`src/rtl/mem_copy_engine_if.sv`:
```
// rtl/mem_copy_engine_if.sv - memory bus between the copy engine and data memory

interface mem_copy_engine_if #(
  parameter int ADDR_W = 32
);
  logic              mem_we;
  logic              mem_byte_src;
  logic [ADDR_W-1:0] mem_a;
  logic [31:0]       mem_wd;
  logic [31:0]       mem_rd;

  modport master (
    output mem_we,
    output mem_byte_src,
    output mem_a,
    output mem_wd,
    input  mem_rd
  );

  modport slave (
    input  mem_we,
    input  mem_byte_src,
    input  mem_a,
    input  mem_wd,
    output mem_rd
  );
endinterface

```
`src/rtl/mem_copy_engine.sv`:
```
// rtl/mem_copy_engine.sv - block copy DMA engine, one element per READ/WRITE pair

module mem_copy_engine #(
  parameter int LEN_W  = 16,
  parameter int ADDR_W = 32
) (
  input  logic              clk,
  input  logic              reset,
  input  logic              start,
  input  logic [ADDR_W-1:0] src_addr,
  input  logic [ADDR_W-1:0] dst_addr,
  input  logic [LEN_W-1:0]  len,
  input  logic              byte_mode,
  output logic              busy,
  output logic              done,
  output logic              err,
  output logic [LEN_W-1:0]  count,
  mem_copy_engine_if.master mem
);

  typedef enum logic [1:0] {
    S_IDLE  = 2'd0,
    S_READ  = 2'd1,
    S_WRITE = 2'd2,
    S_DONE  = 2'd3
  } state_t;

  state_t            state_q, state_d;
  logic [ADDR_W-1:0] src_ptr_q, src_ptr_d;
  logic [ADDR_W-1:0] dst_ptr_q, dst_ptr_d;
  logic [LEN_W-1:0]  rem_q, rem_d;
  logic [LEN_W-1:0]  count_q, count_d;
  logic [31:0]       data_q, data_d;
  logic              bm_q, bm_d;
  logic              err_q, err_d;

  logic              misaligned;
  logic [ADDR_W-1:0] stride;

  // Word transfers need both addresses on a 4-byte boundary; bytes go anywhere.
  assign misaligned = !byte_mode && ((src_addr[1:0] != 2'b00) || (dst_addr[1:0] != 2'b00));
  assign stride     = bm_q ? ADDR_W'(1) : ADDR_W'(4);

  // State register; reset drops straight back to IDLE regardless of the phase.
  always_ff @(posedge clk or posedge reset) begin
    if (reset) begin
      state_q <= S_IDLE;
    end else begin
      state_q <= state_d;
    end
  end

  // Next state: empty or misaligned requests finish without touching memory.
  always_comb begin
    state_d = state_q;
    case (state_q)
      S_IDLE: begin
        if (start) begin
          if (len == '0) begin
            state_d = S_DONE;
          end else if (misaligned) begin
            state_d = S_DONE;
          end else begin
            state_d = S_READ;
          end
        end
      end
      S_READ:  state_d = S_WRITE;
      S_WRITE: state_d = (rem_q == LEN_W'(1)) ? S_DONE : S_READ;
      S_DONE:  state_d = S_IDLE;
      default: state_d = S_IDLE;
    endcase
  end

  // Datapath next values: parameters latch only on an accepted start.
  always_comb begin
    src_ptr_d = src_ptr_q;
    dst_ptr_d = dst_ptr_q;
    rem_d     = rem_q;
    count_d   = count_q;
    data_d    = data_q;
    bm_d      = bm_q;
    err_d     = err_q;
    case (state_q)
      S_IDLE: begin
        if (start) begin
          src_ptr_d = src_addr;
          dst_ptr_d = dst_addr;
          rem_d     = len;
          bm_d      = byte_mode;
          count_d   = '0;
          err_d     = (len != '0) && misaligned;
        end
      end
      S_READ: begin
        // Only the low byte is meaningful in byte mode; keep the rest zero.
        data_d = bm_q ? {24'h0, mem.mem_rd[7:0]} : mem.mem_rd;
      end
      S_WRITE: begin
        src_ptr_d = src_ptr_q + stride;
        dst_ptr_d = dst_ptr_q + stride;
        rem_d     = rem_q - LEN_W'(1);
        count_d   = count_q + LEN_W'(1);
      end
      default: ;
    endcase
  end

  // Datapath registers, all cleared by reset.
  always_ff @(posedge clk or posedge reset) begin
    if (reset) begin
      src_ptr_q <= '0;
      dst_ptr_q <= '0;
      rem_q     <= '0;
      count_q   <= '0;
      data_q    <= '0;
      bm_q      <= 1'b0;
      err_q     <= 1'b0;
    end else begin
      src_ptr_q <= src_ptr_d;
      dst_ptr_q <= dst_ptr_d;
      rem_q     <= rem_d;
      count_q   <= count_d;
      data_q    <= data_d;
      bm_q      <= bm_d;
      err_q     <= err_d;
    end
  end

  // Outputs decoded from state; the bus is parked at zero outside READ/WRITE.
  always_comb begin
    busy             = 1'b0;
    done             = 1'b0;
    mem.mem_we       = 1'b0;
    mem.mem_a        = '0;
    mem.mem_wd       = '0;
    mem.mem_byte_src = bm_q;
    err              = err_q;
    count            = count_q;
    case (state_q)
      S_READ: begin
        busy      = 1'b1;
        mem.mem_a = src_ptr_q;
      end
      S_WRITE: begin
        busy       = 1'b1;
        mem.mem_we = 1'b1;
        mem.mem_a  = dst_ptr_q;
        mem.mem_wd = data_q;
      end
      S_DONE:  done = 1'b1;
      default: ;
    endcase
  end

endmodule

```
`src/flat_wrapper.sv`:
```
// flat-port wrapper written by rule: the top's interface ports become plain ports
module mem_copy_engine_flat 
#(
  parameter int LEN_W  = 16,
  parameter int ADDR_W = 32
)
  (clk, reset, start, src_addr, dst_addr, len, byte_mode, busy, done, err, count, mem_mem_we, mem_mem_byte_src, mem_mem_a, mem_mem_wd, mem_mem_rd);
  mem_copy_engine_if #(.ADDR_W(ADDR_W)) mem_i ();
  input  logic clk;
  input  logic reset;
  input  logic start;
  input  logic [ADDR_W-1:0] src_addr;
  input  logic [ADDR_W-1:0] dst_addr;
  input  logic [LEN_W-1:0] len;
  input  logic byte_mode;
  output logic busy;
  output logic done;
  output logic err;
  output logic [LEN_W-1:0] count;
  output wire logic [$bits(mem_i.mem_we)-1:0] mem_mem_we;
  output wire logic [$bits(mem_i.mem_byte_src)-1:0] mem_mem_byte_src;
  output wire logic [$bits(mem_i.mem_a)-1:0] mem_mem_a;
  output wire logic [$bits(mem_i.mem_wd)-1:0] mem_mem_wd;
  input wire logic [$bits(mem_i.mem_rd)-1:0] mem_mem_rd;
  assign mem_mem_we = mem_i.mem_we;
  assign mem_mem_byte_src = mem_i.mem_byte_src;
  assign mem_mem_a = mem_i.mem_a;
  assign mem_mem_wd = mem_i.mem_wd;
  assign mem_i.mem_rd = mem_mem_rd;
  mem_copy_engine #(.LEN_W(LEN_W), .ADDR_W(ADDR_W)) u_core (.clk(clk), .reset(reset), .start(start), .src_addr(src_addr), .dst_addr(dst_addr), .len(len), .byte_mode(byte_mode), .busy(busy), .done(done), .err(err), .count(count), .mem(mem_i));
endmodule
```
`config.mk`:
```
export PLATFORM = sky130hd
export DESIGN_NAME = mem_copy_engine_flat
export DESIGN_NICKNAME = d
export VERILOG_FILES = /design/src/rtl/mem_copy_engine_if.sv /design/src/rtl/mem_copy_engine.sv /design/src/flat_wrapper.sv
export SDC_FILE = /design/constraint.sdc
export NUM_CORES = 1
export LEC_CHECK = 0
export BUFFER_PORTS_ARGS = -buffer_cell sky130_fd_sc_hd__buf_2
export CAP_MARGIN = 20
export CORE_ASPECT_RATIO = 0.9
export CORE_MARGIN = 8
export CORE_UTILIZATION = 54
export DETAILED_ROUTE_END_ITERATION = 10
export PLACE_DENSITY_LB_ADDON = 0.25
export SETUP_SLACK_MARGIN = 0.4
export SLEW_MARGIN = 20
export SYNTH_ARGS = -nofsm -noshare
export SYNTH_HDL_FRONTEND = slang
export SYNTH_SLANG_ARGS = --single-unit
```
`constraint.sdc`:
```
create_clock -name clk -period 6 [get_ports clk]
set_input_delay 1.5 -clock clk [delete_from_list [all_inputs] [get_ports clk]]
set_output_delay 1.5 -clock clk [all_outputs]
set_load 0.05 [all_outputs]
```
==> impl_metrics.ini <==
[layout]
final_design_area_no_fill_sq_um = 9678
regArea_sq_um = 3303
finish.net_count = 1238
area_growth_pct = 21.58
fill_cells = 1273
multi_input_area_sq_um = 4259
layout_commonest_cell = buf_2
final_cell_mix = buf_2, dfrtp_1, nand2_1, nor2_1, a21oi_1
antenna_cells = 0
drive_gt1_frac = 0.2398

[sta]
fmax_mhz = 239.7
timing.hold.ws_ns = 0.5046
finalSetupTns_ns = 0
min_period_over_period = 0.6952
final.setup_skew_ns = 0.008174
relSlewSlack = 0.3625
setup_viol = 0
finalHoldViolCount = 0
slew_violations = 0
worst_pin_slew_ns = 0.9563
min_period_ns = 4.171
rsz0062_at_grt = no

[die]
rows = 42
die_w_um = 144.0
dieArea_sq_um = 18890
core_area_sq_um = 14560
io_pins = 201
start_util = 0.5468
die_h_um = 131.2

[logic_synthesis]
synth_fp_nets = 1074
ys_types = 63
syn_area_sq_um = 7960
synth_cells = 945
ys_warn_count = 0
ys_async_sr_fraction = 1.000
yosysSeqAreaShare = 0.4150
synth_edf_count = 0
ys_ff_latch = 132
avgSynthCellArea_sq_um = 8.423
synthFlopType = dfrtp_1

[status]
status = finished clean

[global_routing]
grt_pass1_vias = 7643
grt_max_degree = 85
track_usage = 0.2594
grt_pass1_wl_um = 39560
gr-total-overflow = 0
grt_antenna_before_repair = 0

[cts]
clk_latency_ns = 0.42
cts_num_sinks = 132
tritoncts = yes
cts_resized = 0
cts.clk_slew.worst_paths_ns = 0.06
cts_setup_buffers = 0
h-tree-depth = 4
postCtsHoldBufs = 0
root_buffer = clkbuf_16
cts_buffer_depth = 2
numCtsBuffers = 17

[critical_path]
cp.required_ns = 4.50
slowest_stage = ha_2
worstSetupPathType = flop to output pin
worstPathMaxFanout = 36
cpLargestDelayFamily = buffers and inverters
max_stage_delay_ns = 0.69
worstSetupEndpointType = output pin
cp_data_arrival_time_ns = 2.67
crit_chain = inv_1, ha_2, buf_4, a22oi_1, nor2b_1, buf_2
crit_path_start_kind = flop
path_buf_inv = 3

[routing]
viasPerCell = 6.070
drt-pass1-iter-count = 5
drc = 0
wirelength_um = 24530
drt_iter0_markers = 730
dr_total_vias = 8012
antenna_left = 0
post_drt_wl_per_cell_um = 18.58

[place]
gp_congestion = 0.8694
io_buffer_count = 200
dpl-instance-area_sq_um = 9077
dpl.hpwl_um = 17100

[run]
max_cap_viol_count = 0

[power_and_ir_drop]
p_total_mw = 2.098
max-vdd-ir-drop_mv = 0.1911
leakagePower_nw = 4.459
powerDensity_nw_per_um2 = 216.8

[hold_path]
hold_path.class = flop to flop
==> synth_stat cells (all sizes together), types with 8 or more instances <==
library cell / instances / area, sq um
a31oi: 8 / 50.05
a2bb2oi: 8 / 70.07
o22ai: 36 / 225.2
mux2: 10 / 112.6
buf: 18 / 77.58
clkbuf: 48 / 181.4
nand4: 30 / 187.7
ha: 13 / 162.7
and2: 13 / 81.33
dfrtp: 132 / 3303
or3: 12 / 75.07
o21ai: 62 / 310.3
inv: 45 / 168.9
nor4: 11 / 75.07
and3: 14 / 87.58
nor3: 20 / 116.4
nand3: 41 / 205.2
or4: 9 / 67.56
nor2: 77 / 294.0
a21oi: 68 / 340.3
mux2i: 15 / 150.1
nand2: 94 / 352.8
and4: 8 / 70.07
nor2b: 28 / 175.2
a22oi: 33 / 247.7
==> where the power goes <==
part / total, mW / leakage (nW) / internal [mW] / switching, mW
sequential: 0.905 / 1.62 / 0.901 / 0.00324
clock: 1.06 / 0.285 / 0.662 / 0.398
combinational: 0.133 / 2.56 / 0.0442 / 0.0893
==> worst paths after layout <==
| kind | from | cells past startpoint | end | slack (ns) |
|---|---|---|---|---|
| setup / recovery | u_core.state_q[1] | 6 | mem_mem_a[29] | 1.83 |
| hold / removal | u_core.data_q[0] | 1 | u_core.data_q[0] | 0.50 |
| setup reg to reg | u_core.state_q[0] | 6 | u_core.dst_ptr_q[9] | 2.78 |
| hold reg to reg | u_core.data_q[0] | 1 | u_core.data_q[0] | 0.50 |
| max in group asynchronous | reset | 3 | u_core.dst_ptr_q[17] | 3.70 |
| min in group asynchronous | reset | 2 | u_core.data_q[24] | 1.17 |
==> flip-flops by register name, summed over array words and instances, names as in the netlist <==
signal                   count
u_core.data_q               32
u_core.count                16
u_core.err                   1
u_core.src_ptr_q            32
u_core.mem.mem_byte_src      1
u_core.rem_q                16
u_core.state_q               2
u_core.dst_ptr_q            32
==> metal layers <==
metal,track usage,vias to the layer above,part of all wire
met2,0.3961,351,0.46
met5,0,-,0
met3,0.05757,34,0.082
li1,-,3783,-
met1,0.3589,3844,0.44
met4,0.07881,0,0.015
==> area by class of cell <==
class                   instances  area share
multi-input cells             702      0.4401
clock inverters                13     0.01629
well taps                     198     0.02560
inverters                      45     0.01771
flip-flops and latches        132      0.3413
repair buffers                211      0.1133
clock buffers                  19     0.04577
==> through the flow <==
stage	utilization	worst slack, ns	std cells
finish	0.6649	1.829	1320
CTS	0.6649	1.861	1320
global route	0.6649	1.712	1320
detailed placement	0.6236	2.143	1288
global placement	0.6236	2.208	1288
floorplan	-	0.9740	945
==> worst register-to-register path, cell delays in order (launching register included) <==
cell	delay (ns)
dfrtp_1	0.42
inv_1	0.13
ha_4	0.37
mux2_2	0.79
nand2_1	0.81
o22ai_1	0.39
o21ba_2	0.19
==> logic make-up (layout without fill, tap and decap cells) <==
logic type               count (synthesis)  in the layout  synth area share
buffers and inverters                  111            288           0.05376
adder cells (fa/ha/maj)                 13             13           0.02043
flip-flops                             132            132            0.4150
AO/OA/AOI/OAI                          277            277            0.2219
XOR/XNOR                                12             12           0.01320
AND/OR/NAND/NOR                        375            375            0.2427
multiplexers                            25             25           0.03301
Power figures use the tool's default switching activity.
